`src/rtl/timer_pkg.sv`:
```
// Shared types and TMxCNT_H field positions for the timer scheduler.
// Latency: n/a (declarations only).
// Backpressure: n/a (no handshakes).
package timer_pkg;

  typedef enum logic [1:0] {
    PS_1    = 2'd0,
    PS_64   = 2'd1,
    PS_256  = 2'd2,
    PS_1024 = 2'd3
  } prescale_e;

  localparam int TM_START_BIT   = 7;
  localparam int TM_IRQ_BIT     = 6;
  localparam int TM_CASCADE_BIT = 2;
  localparam int PC_W           = 10;

  // Low-k-bit mask of the prescale counter: a tick is due when all masked bits are 1.
  function automatic logic [PC_W-1:0] prescale_mask(input prescale_e sel);
    case (sel)
      PS_1:    prescale_mask = 10'h000;
      PS_64:   prescale_mask = 10'h03f;
      PS_256:  prescale_mask = 10'h0ff;
      default: prescale_mask = 10'h3ff;
    endcase
  endfunction

endpackage

```
`src/rtl/timer_chan_sched.sv`:
```
// One timer channel: start-edge detect, prescaler, cascade tick, load and IRQ strobes.
// Latency: 1 cycle from start rise to load, from ovf to irq, from cascade_in to tick_en.
// Backpressure: none; strobes are fire-and-forget single-cycle pulses.
module timer_chan_sched
  import timer_pkg::*;
(
  input  logic       clock_16,
  input  logic       reset_n,
  input  logic [1:0] sel,
  input  logic       cascade_bit,
  input  logic       irq_en,
  input  logic       start,
  input  logic       cascade_allowed,
  input  logic       cascade_in,
  input  logic       ovf,
  output logic       load,
  output logic       tick_en,
  output logic       irq,
  output logic       running
);

  logic            start_q;
  logic [PC_W-1:0] pc;
  logic [PC_W-1:0] mask;
  logic            rise;
  logic            active;
  logic            casc_mode;

  // rise: first cycle start is seen high; active: start held, i.e. load cycle and beyond.
  assign rise      = start & ~start_q;
  assign active    = start & start_q;
  assign casc_mode = cascade_allowed & cascade_bit;
  assign mask      = prescale_mask(prescale_e'(sel));

  // Per-channel sequencing; every output is a flop so nothing is combinational from inputs.
  always_ff @(posedge clock_16 or negedge reset_n) begin
    if (!reset_n) begin
      start_q <= 1'b0;
      pc      <= '0;
      load    <= 1'b0;
      tick_en <= 1'b0;
      irq     <= 1'b0;
      running <= 1'b0;
    end else begin
      start_q <= start;
      load    <= rise;
      running <= active;
      // A same-cycle start rise still reports the overflow of the old count.
      irq     <= ovf & irq_en & (running | rise);
      if (rise) begin
        pc <= '0;
      end else if (active && !casc_mode) begin
        pc <= pc + 10'd1;
      end
      if (casc_mode) begin
        // Upstream overflows during the load cycle or while stopped are dropped.
        tick_en <= cascade_in & running & start;
      end else begin
        tick_en <= active & ((pc & mask) == mask);
      end
    end
  end

endmodule

```
`src/rtl/timer_sched.sv`:
```
// Scheduler for the four timer datapaths: decodes TMxCNT_H and chains overflows ch(x-1)->ch(x).
// Latency: 1 cycle per stage (start->load, ovf->irq, ovf[x-1]->tick_en[x]).
// Backpressure: none; datapaths and the interrupt controller must take every strobe.
module timer_sched
  import timer_pkg::*;
#(
  parameter int NUM_CH = 4
) (
  input  logic                    clock_16,
  input  logic                    reset_n,
  input  logic [NUM_CH-1:0][15:0] tmcnt_h,
  input  logic [NUM_CH-1:0]       ovf,
  output logic [NUM_CH-1:0]       load,
  output logic [NUM_CH-1:0]       tick_en,
  output logic [NUM_CH-1:0]       irq,
  output logic [NUM_CH-1:0]       running
);

  logic [NUM_CH-1:0] casc_in;
  logic [NUM_CH-1:0] casc_ok;

  // Channel 0 has no upstream, so its count-up bit is ignored.
  assign casc_in = {ovf[NUM_CH-2:0], 1'b0};
  assign casc_ok = {{(NUM_CH-1){1'b1}}, 1'b0};

  for (genvar i = 0; i < NUM_CH; i++) begin : g_ch
    logic [10:0] ctl_unused;
    assign ctl_unused = {tmcnt_h[i][15:8], tmcnt_h[i][5:3]};

    timer_chan_sched u_chan (
      .clock_16        (clock_16),
      .reset_n         (reset_n),
      .sel             (tmcnt_h[i][1:0]),
      .cascade_bit     (tmcnt_h[i][TM_CASCADE_BIT]),
      .irq_en          (tmcnt_h[i][TM_IRQ_BIT]),
      .start           (tmcnt_h[i][TM_START_BIT]),
      .cascade_allowed (casc_ok[i]),
      .cascade_in      (casc_in[i]),
      .ovf             (ovf[i]),
      .load            (load[i]),
      .tick_en         (tick_en[i]),
      .irq             (irq[i]),
      .running         (running[i])
    );
  end

endmodule

```
`config.mk`:
```
export PLATFORM = sky130hd
export DESIGN_NAME = timer_sched
export DESIGN_NICKNAME = d
export VERILOG_FILES = /design/src/rtl/timer_pkg.sv /design/src/rtl/timer_chan_sched.sv /design/src/rtl/timer_sched.sv
export SDC_FILE = /design/constraint.sdc
export NUM_CORES = 1
export LEC_CHECK = 0
export BUFFER_PORTS_ARGS = -buffer_cell sky130_fd_sc_hd__buf_4
export CAP_MARGIN = 5
export CORE_MARGIN = 2
export CORE_UTILIZATION = 30
export DETAILED_ROUTE_END_ITERATION = 8
export GPL_TIMING_DRIVEN = 0
export MAX_ROUTING_LAYER = met4
export PLACE_DENSITY = 0.62
export SLEW_MARGIN = 0
export SYNTH_ARGS = -nofsm -noshare
export SYNTH_HDL_FRONTEND = slang
export SYNTH_SLANG_ARGS = --single-unit
```
`constraint.sdc`:
```
create_clock -name clock_16 -period 1.8 [get_ports clock_16]
set_input_delay 0 -clock clock_16 [delete_from_list [all_inputs] [get_ports clock_16]]
set_output_delay 0 -clock clock_16 [all_outputs]
set_load 0.01 [all_outputs]
```
==> summary.txt, run 1 <==
Timing
  – Hold_ws: 0.00377 ns
  – Max-slew violation count: 0
  – Final setup TNS: 0 ns
  – Max Freq: 592 MHz
  – Final setup vio count: 0
  – Final Skew: 0.00883 ns
  – Slew headroom: 49.8%
  – Worst slew pin tran: 0.753 ns
  – Hold Vio Cnt, Final: 0
  – Crit share post-route: 93.9%
  – RSZ-0062 raised after global routing: false
  – Min cycle time layout: 1.69 ns

Synth
  – Yosys warning total: 0
  – Yosys top cell area share: 52.2%
  – Seq cells post-synth: 60
  – Post-synth top area cell: dfrtp_1
  – Syn Inst Count: 282
  – Synth unique cells: 41
  – Syn Std Cell Area: 2870 sq um
  – Synth Flop Type: dfrtp_1
  – Post-synth ARST share: 100%
  – Syn nets: 356
  – Number of flops mapped to enable cells by yosys: 0
  – Largest cells by area after synthesis: dfrtp_1 (52%), nand2_1 (4.7%), buf_4 (4.4%)
  – Fraction of the yosys area taken by sequential cells: 52.2%
  – Syn Area/Cell: 10.2 sq um

Die
  – Die Wd: 102 um
  – Die Y: 102 um
  – Core area: 9280 sq um
  – Die area: 10,400 sq um
  – I/O pin total: 86
  – Starting Density: 31.0%
  – Std-Cell Rows: 35

Clocking
  – Clk buf depth: 2
  – CTS root buf: clkbuf_8
  – Clock-pin transition on the worst setup and hold timing paths: 0.06 ns
  – Number of H-tree levels: 3
  – Cts bufs inserted: 9
  – CTS tree: built
  – Clk Latency, worst-skew pair: 0.34 ns
  – # clock sinks: 60

Routing
  – Initial DRC count: 73
  – Via Count: 2,332
  – WL final: 6140 um
  – DRT Pass-1 Iters: 6
  – Post-DRT Antenna Nets: 0
  – Via-to-Cell Ratio: 4.75
  – WL/cell: 12.5 um
  – Remaining routing DRC violations: 0

GRT
  – Largest net degree at the start of global routing: 61
  – Tot GR Track Use: 12.9%
  – Vias in the first global route: 2,234
  – GR Overflow Total: 0
  – Initial antenna violation count: 0
  – First-pass GRT wire length: 10,100 um

Setup path
  – Crit Path Max Fanout: 9
  – Worst setup EP type: flop
  – Arrival time worst endpoint: 1.96 ns
  – Req. time, crit path: 2.07 ns
  – CP startpoint kind: input port
  – Crit path kind: in2reg

Pwr
  – Pwr Total: 0.00302 W
  – Leak Pwr: 1.83 nW
  – Power density cells: 795 nW/um^2
  – VDD IR max: 306 uV

Cells and area
  – Multi-input logic area: 1190 sq um
  – Number of inserted diodes: 0
  – FF/Latch Area: 1500 sq um
  – Fill count: 931
  – Final nets: 433
  – Share of cells above drive strength 1: 24.9%
  – Layout area overhead: 32.2%
  – Post-route insts no fill: 491

Placed design
  – PortBufs: 40
  – Final Wtd Congestion: 0.777
  – DP Wirelength: 4040 um
  – Placed cell count: 451

Run status
  – Status: complete, no violations

Flow run
  – Max Cap Violations: 0

Hold path
  – Tightest Hold Check Type: in2reg
## metal layers
metal  global-route usage, %  share of wire (%)  up-vias
li1                        -                  -     1161
met4                    6.87                2.6        0
met3                    2.94                3.7       18
met2                    19.7                 46       46
met1                    16.0                 47     1107
met5                       -                  0        -
## area by class of cell
type                    count  area share (%)
flip-flops and latches     60            39.6
multi-input cells         189            31.5
repair buffers             67            14.6
well taps                 129            4.25
plain buffers              23            4.12
clock buffers              12            4.08
inverters                   9           0.988
clock inverters             2           0.922
## final timing paths
kind,from,end,slack [ns],depth (start not counted)
setup / recovery,tmcnt_h[7],g_ch[0].u_chan.irq,0.11,7
min in group asynchronous,reset_n,g_ch[2].u_chan.pc[8],0.27,2
hold reg to reg,g_ch[1].u_chan.pc[9],g_ch[1].u_chan.pc[9],0.49,1
setup reg to reg,g_ch[3].u_chan.start_q,g_ch[3].u_chan.irq,0.11,5
max in group asynchronous,reset_n,g_ch[0].u_chan.pc[0],0.99,2
hold / removal,ovf[1],g_ch[2].u_chan.tick_en,0.004,3
## worst max-delay path, stage by stage
cell and delay, ns:
dlygate4sd3_1 0.53, buf_4 0.11, buf_2 0.20, clkinvlp_4 0.23, nor2_4 0.21, o211a_1 0.15, dlygate4sd3_1 0.53
## synth_stat cells, types with 2 or more instances
master,n
a211oi_1,2
xor2_1,2
a21oi_1,3
clkbuf_1,4
o211a_1,4
nand3_1,22
a22o_1,5
o211ai_1,6
o41ai_1,3
nand3_2,2
nand2_1,36
a31oi_1,3
o311ai_0,3
dfrtp_1,60
nor2_1,15
nand2b_1,5
ha_1,4
inv_1,9
nand3b_1,2
xnor2_1,2
and3_1,6
and3b_1,3
mux2i_1,7
buf_4,17
buf_2,3
and2_1,3
o31ai_1,6
nand4_1,12
o21ai_0,21
## cell families after synthesis
logic type | share of synthesized area (%)
xor gates and xnor gates | 1.22
adders and majority gates | 1.74
AOI/OAI and AO/OA | 14.8
buffers and inverters | 6.66
muxes | 2.96
and+or+nand+nor | 20.4
DFF | 52.2
## registers in the layout (all words and copies together) (netlist names)
| name | count |
|---|---|
| g_ch.u_chan.pc | 40 |
| g_ch.u_chan.irq | 4 |
| g_ch.u_chan.load | 4 |
| g_ch.u_chan.running | 4 |
| g_ch.u_chan.start_q | 4 |
| g_ch.u_chan.tick_en | 4 |
## cells in the final DEF (no fill, tap or decap), drive strengths merged, types with 2 or more instances in the layout
cell type	netlist	routed
o211ai	6	6
nor2	15	15
xor2	2	2
a21oi	3	3
dfrtp	60	60
xnor2	2	2
a211oi	2	2
o311ai	4	4
o21ai	22	22
o211a	4	4
inv	9	8
and3b	3	3
a31oi	3	3
mux2i	7	7
nand2b	5	5
nand3b	3	3
buf	20	65
nand4	13	13
and3	6	6
clkbuf	4	16
o31ai	6	6
nand2	36	36
dlygate4sd3	0	21
o41ai	3	3
and2	3	3
a22o	5	5
nand3	24	24
ha	4	4
## stage by stage
stage               cell area, sq um  util [%]  setup slack (ns)
finish                          3800      40.9             0.110
floorplan                       2870         -             0.452
global placement                3340      35.9             0.380
global route                    3800      40.9            0.0138
detailed placement              3340      35.9             0.377
CTS                             3740      40.2            0.0203
## repair_timing
action,CTS,global route
resized for setup,0,6
setup buffers,0,6
endpoints found under the hold margin,75,1
hold buffers,21,1
endpoints found under the setup margin,0,4
## where the power goes
group / internal, W / switching (W) / leakage, nW
Clock: 0.000698 / 0.000514 / 0.0983
Sequential: 0.00141 / 0.0000619 / 0.807
Combinational: 0.000185 / 0.000150 / 0.925
No activity file was read; power rests on OpenSTA's default activity.
==> run 2: changes to the inputs <==
Settings changed: CORE_UTILIZATION 30 to 35, PLACE_DENSITY 0.62 to 0.69.
==> summary.txt, run 2 (synthesis results as in run 1) <==
GRT
  – First-pass GRT wire length: 9930 um
  – Tot GR Track Use: 14.5%
  – Vias in the first global route: 2,206
  – Initial antenna violation count: 0
  – GR Overflow Total: 0
  – Largest net degree at the start of global routing: 61

Timing
  – Max-slew violation count: 0
  – Final setup vio count: 0
  – Crit share post-route: 95.2%
  – Hold Vio Cnt, Final: 0
  – Min cycle time layout: 1.71 ns
  – Final Skew: 0.00826 ns
  – Slew headroom: 51.2%
  – Final setup TNS: 0 ns
  – Max Freq: 584 MHz
  – Worst slew pin tran: 0.733 ns
  – RSZ-0062 raised after global routing: false

Setup path
  – Crit path kind: in2reg
  – FF-to-FF path depth: 5
  – Arrival time worst endpoint: 1.99 ns
  – Req. time, crit path: 2.07 ns
  – R2r setup slk: 0.09 ns
  – Worst setup startpoint: tmcnt_h[7]
  – FF-to-FF End: g_ch[3].u_chan.irq
  – Crit Path Max Fanout: 9
  – CP startpoint kind: input port
  – Worst setup EP type: flop
  – Reg2reg start: g_ch[3].u_chan.start_q
  – Worst setup path endpoint: g_ch[0].u_chan.irq

Pwr
  – VDD IR max: 410 uV
  – Leak Pwr: 1.81 nW
  – Power density cells: 807 nW/um^2

Placed design
  – DP Wirelength: 4010 um
  – Final Wtd Congestion: 0.792
  – Placed cell count: 427
  – PortBufs: 40

Hold path
  – Tightest Hold Check Type: in2reg

Die
  – Core area: 8090 sq um
  – Die Wd: 94.6 um
  – Die Y: 94.6 um
  – Std-Cell Rows: 33
  – Starting Density: 35.5%
  – I/O pin total: 86
  – Die area: 8950 sq um

Routing
  – Post-DRT Antenna Nets: 0
  – Via-to-Cell Ratio: 5.05
  – Remaining routing DRC violations: 0
  – Initial DRC count: 93
  – WL/cell: 12.4 um
  – Via Count: 2,350
  – DRT Pass-1 Iters: 4
  – WL final: 5770 um

Cells and area
  – Layout area overhead: 29.8%
  – Max FFs per register: 40
  – Number of inserted diodes: 0
  – Fill count: 778
  – Commonest cells after routing, fill and taps aside: dfrtp_1 (60), buf_4 (59), nand2_1 (36), nand3_1 (22), o21ai_0 (21)
  – Final nets: 429
  – Post-route insts no fill: 465
  – Largest Register: g_ch.u_chan.pc
  – Most common cell after layout, fill and taps aside: dfrtp_1
  – Share of cells above drive strength 1: 23.9%

Flow run
  – Max Cap Violations: 0

Clocking
  – Clock-pin transition on the worst setup and hold timing paths: 0.07 ns
  – CTS root buf: clkbuf_8
  – # clock sinks: 60
  – Cts bufs inserted: 9
  – Number of H-tree levels: 3
  – CTS tree: built
  – Clk buf depth: 2
  – Clk Latency, worst-skew pair: 0.34 ns

Run status
  – Status: complete, no violations
run 2: cell types whose count changed in the layout (fill, tap and decap cells not counted), sizes merged:
| cell | change |
|---|---|
| clkinvlp | +1 |
| buf | -3 |
| clkinv | +1 |
| dlygate4sd3 | -1 |
run 2: report_power, final:
part / internal [W] / leakage [nW] / switching (W)
clock network: 0.000710 / 0.102 / 0.000523
registers: 0.00141 / 0.808 / 0.0000603
logic: 0.000163 / 0.899 / 0.000142
run 2: worst min path at each step:
stage / start / endpoint / slack (ns) / cells past startpoint
floorplan: reset_n / g_ch[0].u_chan.irq / -0.30 / 0
global placement: reset_n / g_ch[2].u_chan.pc[7] / 0.12 / 1
detailed placement: reset_n / g_ch[2].u_chan.tick_en / 0.12 / 1
CTS: ovf[1] / g_ch[2].u_chan.tick_en / 0.01 / 3
global route: ovf[1] / g_ch[2].u_chan.tick_en / 0.03 / 3
finish: ovf[1] / g_ch[2].u_chan.tick_en / 0.03 / 3
run 2: critical path, cell delays in order:
cell and delay (ns):
dlygate4sd3_1 0.53, buf_4 0.10, buf_2 0.19, clkinvlp_4 0.21, nor2_2 0.26, o211a_1 0.16
dlygate4sd3_1 0.54
run 2: cell type report:
class,instances,area [sq um],area share [%]
clock inverters,4,47.5,1.27
multi-input cells,189,1180,31.7
well taps,105,131,3.52
inverters,9,37.5,1.01
plain buffers,24,158,4.23
flip-flops and latches,60,1500,40.3
clock buffers,12,155,4.16
repair buffers,62,515,13.8
run 2: timing repair:
action / in CTS / in global routing
buffers inserted: 0 / 2
hold buffers: 20 / 0
resized for setup: 0 / 2
setup endpoints to repair: 0 / 2
endpoints found under the hold margin: 74 / 0
run 2: stage by stage:
step	cell area (sq um)	utilization (%)	hold WS (ns)	power, W	worst slack [ns]
2_1_floorplan	2870	-	-0.296	0.00163	0.452
3_3_place_gp	3310	40.8	0.122	0.00176	0.385
3_5_place_dp	3310	40.8	0.124	0.00177	0.332
4_1_cts	3710	45.8	0.0102	0.00305	0.0582
5_1_grt	3730	46.1	0.0335	0.00318	0.00418
6_report	3730	46.1	0.0250	0.00301	0.0868
run 2: per-layer routing:
layer	GRT usage (%)	share of wire [%]	up-vias
li1	-	-	1162
met3	5.03	4.6	6
met4	3.99	0.69	0
met1	17.1	46	1135
met5	-	0	-
met2	23.8	49	47
